**src/rtl/coeff_load_sequencer_pkg.sv**
```systemverilog
// Shared types and constants for the coefficient load sequencer.
// Optional shadow readback RAM is enabled by COEFF_SEQ_SHADOW_EN.
package coeff_seq_pkg;

   localparam int COEFF_ADR_W = 8;
   localparam int COEFF_DAT_W = 18;

   localparam logic CMD_WRITE  = 1'b0;
   localparam logic CMD_UPDATE = 1'b1;

   typedef enum logic [1:0] {
      IDLE,
      HOLD,
      GAP
   } seq_state_t;

endpackage

```
**src/rtl/coeff_load_sequencer_if.sv**
```systemverilog
// Two-requester valid/ready bundle feeding the coefficient sequencer.
// master = requester side, slave = sequencer side.
interface coeff_load_sequencer_if;
   import coeff_seq_pkg::*;

   logic [1:0]               req_valid_i;
   logic [1:0]               req_ready_o;
   logic [1:0]               req_cmd_i;
   logic [2*COEFF_ADR_W-1:0] req_adr_i;
   logic [2*COEFF_DAT_W-1:0] req_dat_i;

   modport master (
      output req_valid_i,
      output req_cmd_i,
      output req_adr_i,
      output req_dat_i,
      input  req_ready_o
   );

   modport slave (
      input  req_valid_i,
      input  req_cmd_i,
      input  req_adr_i,
      input  req_dat_i,
      output req_ready_o
   );

endinterface

```
**src/rtl/coeff_load_sequencer_rr_arb2.sv**
```systemverilog
// Two-input round-robin arbiter; owns last_grant, which moves only on
// an accept so a stalled tie keeps favouring the same requester.
module rr_arb2 (
   input  logic       clk,
   input  logic       reset,
   input  logic [1:0] valid,
   input  logic       en,
   output logic       grant,
   output logic       accept
);

   logic last_grant;

   // On a tie the requester not granted last wins
   assign grant  = valid[1] & (~valid[0] | ~last_grant);
   assign accept = en & (|valid);

   always_ff @(posedge clk) begin
      if (reset) begin
         last_grant <= 1'b1;
      end else if (accept) begin
         last_grant <= grant;
      end
   end

endmodule

```
**src/rtl/coeff_load_sequencer.sv**
```systemverilog
// Arbitrates two coefficient requesters onto one held-strobe write bus.
// Define COEFF_SEQ_SHADOW_EN to add a 256x18 shadow readback RAM.
module coeff_load_sequencer
   import coeff_seq_pkg::*;
#(
   parameter int HOLD_CYCLES = 32
) (
   input  logic                   aclk,
   input  logic                   reset,
   coeff_load_sequencer_if.slave  req,
   output logic                   done_o,
   output logic                   done_id_o,
   output logic                   busy_o,
   output logic [COEFF_ADR_W-1:0] coeff_adr_o,
   output logic [COEFF_DAT_W-1:0] coeff_dat_o,
   output logic                   coeff_wr_o,
   output logic                   coeff_update_o
`ifdef COEFF_SEQ_SHADOW_EN
   ,
   input  logic [COEFF_ADR_W-1:0] shadow_adr_i,
   output logic [COEFF_DAT_W-1:0] shadow_dat_o
`endif
);

   seq_state_t             state;
   logic [7:0]             hold_cnt;
   logic                   gnt_q;
   logic                   grant;
   logic                   accept;
   logic                   cmd_sel;
   logic [COEFF_ADR_W-1:0] adr_sel;
   logic [COEFF_DAT_W-1:0] dat_sel;

   rr_arb2 u_arb (
      .clk    (aclk),
      .reset  (reset),
      .valid  (req.req_valid_i),
      .en     ((state == IDLE) && !reset),
      .grant  (grant),
      .accept (accept)
   );

   assign req.req_ready_o =
      accept ? (grant ? 2'b10 : 2'b01) : 2'b00;

   assign cmd_sel = req.req_cmd_i[grant];
   assign adr_sel = grant ? req.req_adr_i[15:8]
                          : req.req_adr_i[7:0];
   assign dat_sel = grant ? req.req_dat_i[35:18]
                          : req.req_dat_i[17:0];

   always_ff @(posedge aclk) begin
      if (reset) begin
         state          <= IDLE;
         hold_cnt       <= '0;
         gnt_q          <= 1'b0;
         done_o         <= 1'b0;
         done_id_o      <= 1'b0;
         busy_o         <= 1'b0;
         coeff_adr_o    <= '0;
         coeff_dat_o    <= '0;
         coeff_wr_o     <= 1'b0;
         coeff_update_o <= 1'b0;
      end else begin
         done_o <= 1'b0;
         unique case (state)
            IDLE: begin
               if (accept) begin
                  state    <= HOLD;
                  hold_cnt <= 8'(HOLD_CYCLES - 1);
                  gnt_q    <= grant;
                  busy_o   <= 1'b1;
                  if (cmd_sel == CMD_WRITE) begin
                     coeff_adr_o <= adr_sel;
                     coeff_dat_o <= dat_sel;
                     coeff_wr_o  <= 1'b1;
                  end else begin
                     coeff_update_o <= 1'b1;
                  end
               end
            end
            HOLD: begin
               if (hold_cnt == 8'd0) begin
                  state          <= GAP;
                  coeff_wr_o     <= 1'b0;
                  coeff_update_o <= 1'b0;
                  done_o         <= 1'b1;
                  done_id_o      <= gnt_q;
               end else begin
                  hold_cnt <= hold_cnt - 8'd1;
               end
            end
            GAP: begin
               state  <= IDLE;
               busy_o <= 1'b0;
            end
            default: begin
               state <= IDLE;
            end
         endcase
      end
   end

`ifdef COEFF_SEQ_SHADOW_EN
   logic [COEFF_DAT_W-1:0] shadow_mem [256];
   logic                   wr_acc;

   assign wr_acc = accept && (cmd_sel == CMD_WRITE);

   // Write-through bypass so a same-edge readback sees the new data
   always_ff @(posedge aclk) begin
      if (wr_acc) begin
         shadow_mem[adr_sel] <= dat_sel;
      end
      if (wr_acc && (adr_sel == shadow_adr_i)) begin
         shadow_dat_o <= dat_sel;
      end else begin
         shadow_dat_o <= shadow_mem[shadow_adr_i];
      end
   end
`endif

endmodule

```
**src/flat_wrapper.sv**
```systemverilog
// flat-port wrapper written by rule: the top's interface ports become plain ports
module coeff_load_sequencer_flat import coeff_seq_pkg::*;
#(
   parameter int HOLD_CYCLES = 32
)
  (aclk, reset, done_o, done_id_o, busy_o, coeff_adr_o, coeff_dat_o, coeff_wr_o, coeff_update_o, req_req_valid_i, req_req_cmd_i, req_req_adr_i, req_req_dat_i, req_req_ready_o);
  coeff_load_sequencer_if req_i ();
  input  logic aclk;
  input  logic reset;
  output logic done_o;
  output logic done_id_o;
  output logic busy_o;
  output logic [COEFF_ADR_W-1:0] coeff_adr_o;
  output logic [COEFF_DAT_W-1:0] coeff_dat_o;
  output logic coeff_wr_o;
  output logic coeff_update_o;
  input wire logic [$bits(req_i.req_valid_i)-1:0] req_req_valid_i;
  input wire logic [$bits(req_i.req_cmd_i)-1:0] req_req_cmd_i;
  input wire logic [$bits(req_i.req_adr_i)-1:0] req_req_adr_i;
  input wire logic [$bits(req_i.req_dat_i)-1:0] req_req_dat_i;
  output wire logic [$bits(req_i.req_ready_o)-1:0] req_req_ready_o;
  assign req_i.req_valid_i = req_req_valid_i;
  assign req_i.req_cmd_i = req_req_cmd_i;
  assign req_i.req_adr_i = req_req_adr_i;
  assign req_i.req_dat_i = req_req_dat_i;
  assign req_req_ready_o = req_i.req_ready_o;
  coeff_load_sequencer #(.HOLD_CYCLES(HOLD_CYCLES)) u_core (.aclk(aclk), .reset(reset), .req(req_i), .done_o(done_o), .done_id_o(done_id_o), .busy_o(busy_o), .coeff_adr_o(coeff_adr_o), .coeff_dat_o(coeff_dat_o), .coeff_wr_o(coeff_wr_o), .coeff_update_o(coeff_update_o));
endmodule
```
**config.mk**
```make
export PLATFORM = sky130hd
export DESIGN_NAME = coeff_load_sequencer_flat
export DESIGN_NICKNAME = d
export VERILOG_FILES = /design/src/rtl/coeff_load_sequencer_pkg.sv /design/src/rtl/coeff_load_sequencer_if.sv /design/src/rtl/coeff_load_sequencer_rr_arb2.sv /design/src/rtl/coeff_load_sequencer.sv /design/src/flat_wrapper.sv
export SDC_FILE = /design/constraint.sdc
export NUM_CORES = 1
export LEC_CHECK = 0
export CORE_ASPECT_RATIO = 1.75
export CORE_MARGIN = 3
export CORE_UTILIZATION = 42
export DETAILED_ROUTE_END_ITERATION = 6
export GPL_ROUTABILITY_DRIVEN = 0
export PLACE_DENSITY = 0.85
export SYNTH_ARGS = -nofsm -noshare
export SYNTH_HDL_FRONTEND = slang
export SYNTH_SLANG_ARGS = --single-unit
```
**constraint.sdc**
```tcl
create_clock -name aclk -period 2.2 [get_ports aclk]
set_input_delay 0.22 -clock aclk [delete_from_list [all_inputs] [get_ports aclk]]
set_output_delay 0.22 -clock aclk [all_outputs]
set_load 0.05 [all_outputs]
```
==> results of run 1 <==
cell type report:
type	count	area, um2
clock buffers	6	82.6
flip-flops and latches	43	861
fillers	367	1560
clock inverters	2	35.0
multi-input cells	146	1140
well taps	52	65.1
repair buffers	98	988
inverters	3	11.3
final timing paths:
path / start / endpoint / slack [ns]
max: req_req_valid_i[0] / req_req_ready_o[1] / 0.31
min: reset / u_core.coeff_dat_o[13] / 0.47
max reg2reg: u_core.hold_cnt[0] / u_core.hold_cnt[4] / 0.53
min reg2reg: u_core.busy_o / u_core.busy_o / 0.48
registers in the layout, summed over array words and instances (netlist names):
signal                   flops
u_core.busy_o                1
u_core.coeff_adr_o           8
u_core.coeff_dat_o          18
u_core.coeff_update_o        1
u_core.coeff_wr_o            1
u_core.done_id_o             1
u_core.done_o                1
u_core.gnt_q                 1
u_core.hold_cnt              8
u_core.state                 2
u_core.u_arb.last_grant      1
tightest hold or removal path, stage by stage:
cell and delay (ns):
buf_2 0.11, nor4_4 0.06, buf_12 0.15, a21oi_1 0.13, a211oi_1 0.05
report_power, final:
group          internal, mW  switching [mW]  total, mW
Sequential            0.845          0.0533      0.898
Combinational         0.319           0.420      0.739
Clock                 0.367           0.269      0.637
synth_stat cells:
cell type | number | area (um2)
dfxtp_1 | 43 | 861
a21oi_1 | 33 | 165
mux2i_1 | 28 | 280
a211oi_2 | 20 | 250
nor2_1 | 11 | 41.3
a211oi_1 | 8 | 60.1
buf_2 | 6 | 30.0
clkbuf_1 | 6 | 22.5
nand3_1 | 5 | 25.0
nor3_1 | 5 | 25.0
nand2_1 | 4 | 15.0
inv_1 | 3 | 11.3
o21ai_0 | 3 | 15.0
a21boi_2 | 2 | 22.5
a311oi_1 | 2 | 17.5
a31oi_1 | 2 | 12.5
and2_1 | 2 | 12.5
buf_4 | 2 | 15.0
buf_6 | 2 | 22.5
ha_1 | 2 | 25.0
nand2b_1 | 2 | 12.5
or4_1 | 2 | 15.0
xor2_1 | 2 | 17.5
a21o_1 | 1 | 7.51
and2b_1 | 1 | 7.51
nand3b_1 | 1 | 7.51
nand4_1 | 1 | 6.26
nor3b_1 | 1 | 7.51
nor4_2 | 1 | 12.5
nor4_4 | 1 | 21.3
nor4b_1 | 1 | 8.76
o211ai_2 | 1 | 12.5
o21ai_1 | 1 | 5.00
or2_2 | 1 | 6.26
or3_1 | 1 | 6.26
or3b_1 | 1 | 8.76
per-layer routing:
metal	share of wire [%]	vias up	routed length [um]	global-route usage (%)
met3	4.6	16	268	4.29
met1	36	935	2060	20.3
met2	56	69	3230	37.1
met4	3.7	0	212	10.5
li1	-	956	-	-
met5	0	-	0	0
per-stage QoR:
| step | total power, mW | utilization [%] | worst slack (ns) | hold WS (ns) | cells |
|---|---|---|---|---|---|
| 2_1_floorplan | 1.37 | - | 0.137 | 0.436 | 208 |
| 6_report | 2.27 | 67.1 | 0.314 | 0.471 | 350 |
| 3_3_place_gp | 1.64 | 64.6 | 0.315 | 0.452 | 342 |
| 4_1_cts | 2.29 | 67.1 | 0.308 | 0.462 | 350 |
| 5_1_grt | 2.37 | 67.1 | 0.240 | 0.513 | 350 |
| 3_5_place_dp | 1.65 | 64.6 | 0.262 | 0.451 | 342 |
kinds of logic (layout without fill, tap and decap cells):
logic type,Yosys count,in the layout
and+or+nand+nor,41,41
DFF,43,43
muxes,28,28
xor gates and xnor gates,2,2
adders and majority gates,2,2
buffers and inverters,19,109
AOI/OAI and AO/OA,73,73
==> results_dict.tcl, run 1 <==
set metrics [dict create \
    ys_seq_area_share_pct 41.1 \
    rows 33 \
    grt_pass1_wl_um 9090 \
    yosys.area_share.xor_xnor_pct 0.837 \
    finalWirelength_um 5770 \
    io_buffers 90 \
    rsz0062_at_grt "no" \
    post-dp-hpwl_um 4330 \
    dieHeight_um 99.4 \
    layout_common_cells "87 x clkdlybuf4s50_1, 43 x dfxtp_1, 33 x a21oi_1" \
    crit_path_max_fanout 27 \
    max_stage_delay_ns 0.55 \
    vdd_drop_max_mv 0.567 \
    hold_viol 0 \
    power_density_nw_per_um2 714 \
    critPathSlowestCell "clkdlybuf4s50_1" \
    drive_gt1_share_pct 15.4 \
    vias 1976 \
    synth-adder-area-share_pct 1.20 \
    num_antenna_cells 0 \
    antenna_found_initial 0 \
    final_common_cell "clkdlybuf4s50_1" \
    synth.area.mux_share_pct 13.4 \
    arrival_ns 1.67 \
    min_path_type "input pin to flip-flop" \
    cts_tree "done" \
    worstSetupPathDepth 6 \
    grt_pass1_vias 1969 \
    syn_to_final_growth_pct 52.2 \
    syn_area_per_cell_um2 10.1 \
    clock_latency_ns 0.30 \
    finalSetupTns_ns 0 \
    slew_headroom_pct 54.4 \
    drv_cap 0 \
    coreArea_um2 4750 \
    synth_cells 208 \
    grt_max_degree 43 \
    wl_per_cell_um 16.5 \
    cts_resized 0 \
    post-route-drc-count 0 \
    ctsHoldBuffers 0 \
    via_per_inst 5.65 \
    hold_depth 5 \
    clock_path_buffers 2 \
    crit_path_end_kind "primary output" \
    fin_crit_sh_pct 85.7 \
    cp.required_ns 1.98 \
    yosys_warnings 0 \
    cp_common_cell "buf_12" \
    drv_slew 0 \
    setup_viol 0 \
    final_cell_area_um2 3180 \
    fmax_mhz 530 \
    status "complete, no violations" \
    synth_top_family_by_area "compound AO/OA/AOI/OAI gates" \
    gr-total-overflow 0 \
    synth-simple-area-share_pct 11.4 \
    die_width_um 59.4 \
    ys_ff_latch 43 \
    critPathBufInv 3 \
    cp_top_family "buffers and inverters" \
    cts.sinks 43 \
    syn_area_um2 2090 \
    drtAntennaViolNets 0 \
    htree_levels 2 \
    skew_ns 0.00395 \
    numCtsBuffers 5 \
    worstSetupStartpointType "input pin" \
    fin_crit_ns 1.89 \
    clkSlewWorstSetupHoldPaths_ns 0.08 \
    dpl_cell_area_um2 3070 \
    layout.nets 357 \
    root_buffer "clkbuf_8" \
    ys_types 36 \
    crit_chain "clkdlybuf4s50_1 -> nor2_1 -> nor4_4 -> buf_12 -> and2_1 -> buf_12" \
    drt-initial-drc-count 74 \
    cts.repair_timing.setup_buffer_count 0 \
    syn-num-nets 268 \
    io_pins 91 \
    r2r_cells 6 \
    synth_compound_area_share_pct 27.2 \
    start_util_pct 44.1 \
    grt_usage_pct 20.3 \
    worstMarginPinSlew_ns 0.679 \
    drt-pass1-iter-count 4 \
    p_leak_nw 1.14 \
    die_area_um2 5900 \
    worst-setup-path-type "input pin to primary output" \
]
Note: power is estimated with default switching activity, not from simulation.
==> inputs of run 2 (changes only) <==
--- a/config.mk
+++ b/config.mk
@@ -5,12 +5,13 @@
 export SDC_FILE = /design/constraint.sdc
 export NUM_CORES = 1
 export LEC_CHECK = 0
+export ABC_AREA = 1
 export CORE_ASPECT_RATIO = 1.75
 export CORE_MARGIN = 3
 export CORE_UTILIZATION = 42
 export DETAILED_ROUTE_END_ITERATION = 6
 export GPL_ROUTABILITY_DRIVEN = 0
-export PLACE_DENSITY = 0.85
+export PLACE_DENSITY = 0.84
 export SYNTH_ARGS = -nofsm -noshare
 export SYNTH_HDL_FRONTEND = slang
 export SYNTH_SLANG_ARGS = --single-unit
==> results_dict.tcl, run 2 <==
set metrics [dict create \
    ctsHoldBuffers 0 \
    drt-pass1-iter-count 4 \
    p_int_mw 1.51 \
    timing.rr.end "u_core.hold_cnt[7]" \
    synth_cells 319 \
    cts.sinks 43 \
    swShare_pct 34.6 \
    drt-initial-drc-count 55 \
    drtAntennaViolNets 0 \
    num_antenna_cells 0 \
    vdd_drop_max_mv 0.596 \
    syn_area_um2 2150 \
    crit_path_end "req_req_ready_o[1]" \
    status "complete, no violations" \
    wl_per_cell_um 12.3 \
    layout_common_cells "108 x nand2_1, 88 x clkdlybuf4s50_1, 67 x nor2_1" \
    grt_usage_pct 20.3 \
    fmax_mhz 549 \
    grt_pass1_wl_um 9440 \
    synth_common_cells "108 x nand2_1, 67 x nor2_1, 43 x dfxtp_1" \
    cts.repair_timing.setup_buffer_count 0 \
    p_leak_nw 1.37 \
    combPwrFrac_pct 35.7 \
    io_pins 91 \
    die_area_um2 6040 \
    rsz0062_at_grt "no" \
    grt.busiest_layer "met2" \
    synth.area.mux_share_pct 0 \
    top_regs "u_core.coeff_dat_o (18), u_core.coeff_adr_o (8), u_core.hold_cnt (8)" \
    critPathBufInv 2 \
    rows 33 \
    power_density_nw_per_um2 732 \
    synthTopCellsByArea "dfxtp_1 40%, nand2_1 19%, nor2_1 12%" \
    crit_path_max_fanout 5 \
    clock_latency_ns 0.29 \
    fin_crit_sh_pct 82.7 \
    cts_tree "done" \
    max_stage_delay_ns 0.34 \
    fin_util_pct 65.3 \
    cts_resized 0 \
    worst-setup-path-type "flip-flop to primary output" \
    synth-simple-area-share_pct 37.2 \
    htree_levels 2 \
    post-dp-hpwl_um 4440 \
    gr-total-overflow 0 \
    cp_top_family "simple AND/OR/NAND/NOR gates" \
    yosys.area_share.xor_xnor_pct 0.816 \
    worstSetupStartpointType "flip-flop" \
    ys_types 27 \
    synth_most_common_cell "nand2_1" \
    vias 2254 \
    io_buffers 90 \
    hold_viol 0 \
    syn_area_per_cell_um2 6.73 \
    drv_cap 0 \
    power.net_switching_mw 0.799 \
    p_seq_share_pct 39.2 \
    synth_top_family_by_area "simple AND/OR/NAND/NOR gates" \
    crit_path_end_kind "primary output" \
    crit_chain "nor2_4 -> o21ai_2 -> nor2_8 -> inv_2 -> nor2_1 -> buf_12" \
    worstMarginPinSlew_ns 0.549 \
    skew_ns 0.00506 \
    met1_usage_pct 20.8 \
    ys_seq_area_share_pct 40.1 \
    antenna_found_initial 0 \
    largest_reg_flops 18 \
    finalSetupTns_ns 0 \
    use_met3_pct 6.54 \
    dieHeight_um 101 \
    arrival_ns 1.60 \
    cp.required_ns 1.98 \
    critPathSlowestCell "dfxtp_1" \
    met2_usage_pct 36.4 \
    setup_viol 0 \
    min_path_type "flip-flop to flip-flop" \
    final_common_cell "nand2_1" \
    p_clk_share_pct 25.1 \
    synth-adder-area-share_pct 1.17 \
    synth_edf_count 0 \
    synth_compound_area_share_pct 12.0 \
    syn-num-nets 379 \
    root_buffer "clkbuf_8" \
    clkSlewWorstSetupHoldPaths_ns 0.08 \
    synth_top_area_cell "dfxtp_1" \
    via_per_inst 4.91 \
    syn_to_final_growth_pct 46.9 \
    r2r_cells 9 \
    yosys_warnings 0 \
    finalWirelength_um 5660 \
    clock_path_buffers 2 \
    ys.flop_type "dfxtp_1" \
    post-route-drc-count 0 \
    drv_slew 0 \
    cp-startpoint "u_core.state[0]" \
    fin_crit_ns 1.82 \
    worstSetupPathDepth 6 \
    coreArea_um2 4830 \
    netlist.area_leader.share_pct 40.1 \
    fill_cells 419 \
    r2r-start "u_core.hold_cnt[0]" \
    regMostFlops "u_core.coeff_dat_o" \
    layout.nets 467 \
    async_flop_share_pct 0 \
    ys_ff_latch 43 \
    grt_max_degree 32 \
    die_width_um 60.0 \
    slew_headroom_pct 63.3 \
    grt_pass1_vias 2192 \
    start_util_pct 44.4 \
    reg2reg_slack_ns 0.62 \
    numCtsBuffers 5 \
    drive_gt1_share_pct 6.88 \
]
run 2: final cells by class:
class	instances	area, um2	area share [%]
inverter	17	73.8	2.34
clock buffer	6	72.6	2.30
multi-input combinational	246	1100	34.9
timing repair buffer	94	951	30.2
tap	52	65.1	2.06
clock inverter	1	30.0	0.952
sequential	43	861	27.3
run 2: logic make-up after synthesis:
| logic type | Yosys count |
|---|---|
| AOI/OAI and AO/OA | 48 |
| xor gates and xnor gates | 2 |
| adders and majority gates | 2 |
| buffers and inverters | 30 |
| DFF | 43 |
| and+or+nand+nor | 194 |
run 2: through the flow:
stage | power, mW | area (um2) | hold WS [ns] | cells | worst slack [ns]
final | 2.31 | 3150 | 0.472 | 459 | 0.380
after global routing | 2.43 | 3150 | 0.506 | 459 | 0.282
after CTS | 2.32 | 3150 | 0.476 | 459 | 0.363
after detailed placement | 1.75 | 3050 | 0.463 | 452 | 0.321
after global placement | 1.73 | 3050 | 0.451 | 452 | 0.388
after floorplan | 1.47 | 2150 | 0.289 | 319 | 0.475
run 2: worst min-delay path by stage:
stage | start | endpoint | slack (ns) | depth (start not counted)
6_report | u_core.coeff_wr_o | u_core.coeff_wr_o | 0.47 | 2
5_1_grt | u_core.coeff_wr_o | u_core.coeff_wr_o | 0.51 | 2
4_1_cts | u_core.coeff_wr_o | u_core.coeff_wr_o | 0.48 | 2
3_5_place_dp | u_core.coeff_wr_o | u_core.coeff_wr_o | 0.46 | 2
3_3_place_gp | u_core.done_id_o | u_core.done_id_o | 0.45 | 2
2_1_floorplan | reset | u_core.done_id_o | 0.29 | 1
run 2: worst reg2reg max path, delay by kind of cell, from the launching register on:
family                     cells  cell delay [ns]
DFF                            1             0.31
and+or+nand+nor                7             0.83
buffers and inverters          1             0.17
adders and majority gates      1             0.18
run 2: metal layers:
layer / part of all wire (%) / vias up / wire, um
met5: 0 / - / 0
met4: 2.4 / 0 / 135
met3: 6.0 / 12 / 340
met2: 56 / 60 / 3160
met1: 36 / 1010 / 2020
li1: - / 1172 / -
run 2: power by group through the flow:
stage / Clock (mW) / Combinational [mW] / Sequential, mW
final: 0.580 / 0.823 / 0.904
after global routing: 0.608 / 0.905 / 0.914
after CTS: 0.591 / 0.829 / 0.905
after detailed placement: 0 / 0.823 / 0.922
after global placement: 0 / 0.808 / 0.920
after floorplan: 0 / 0.381 / 1.09
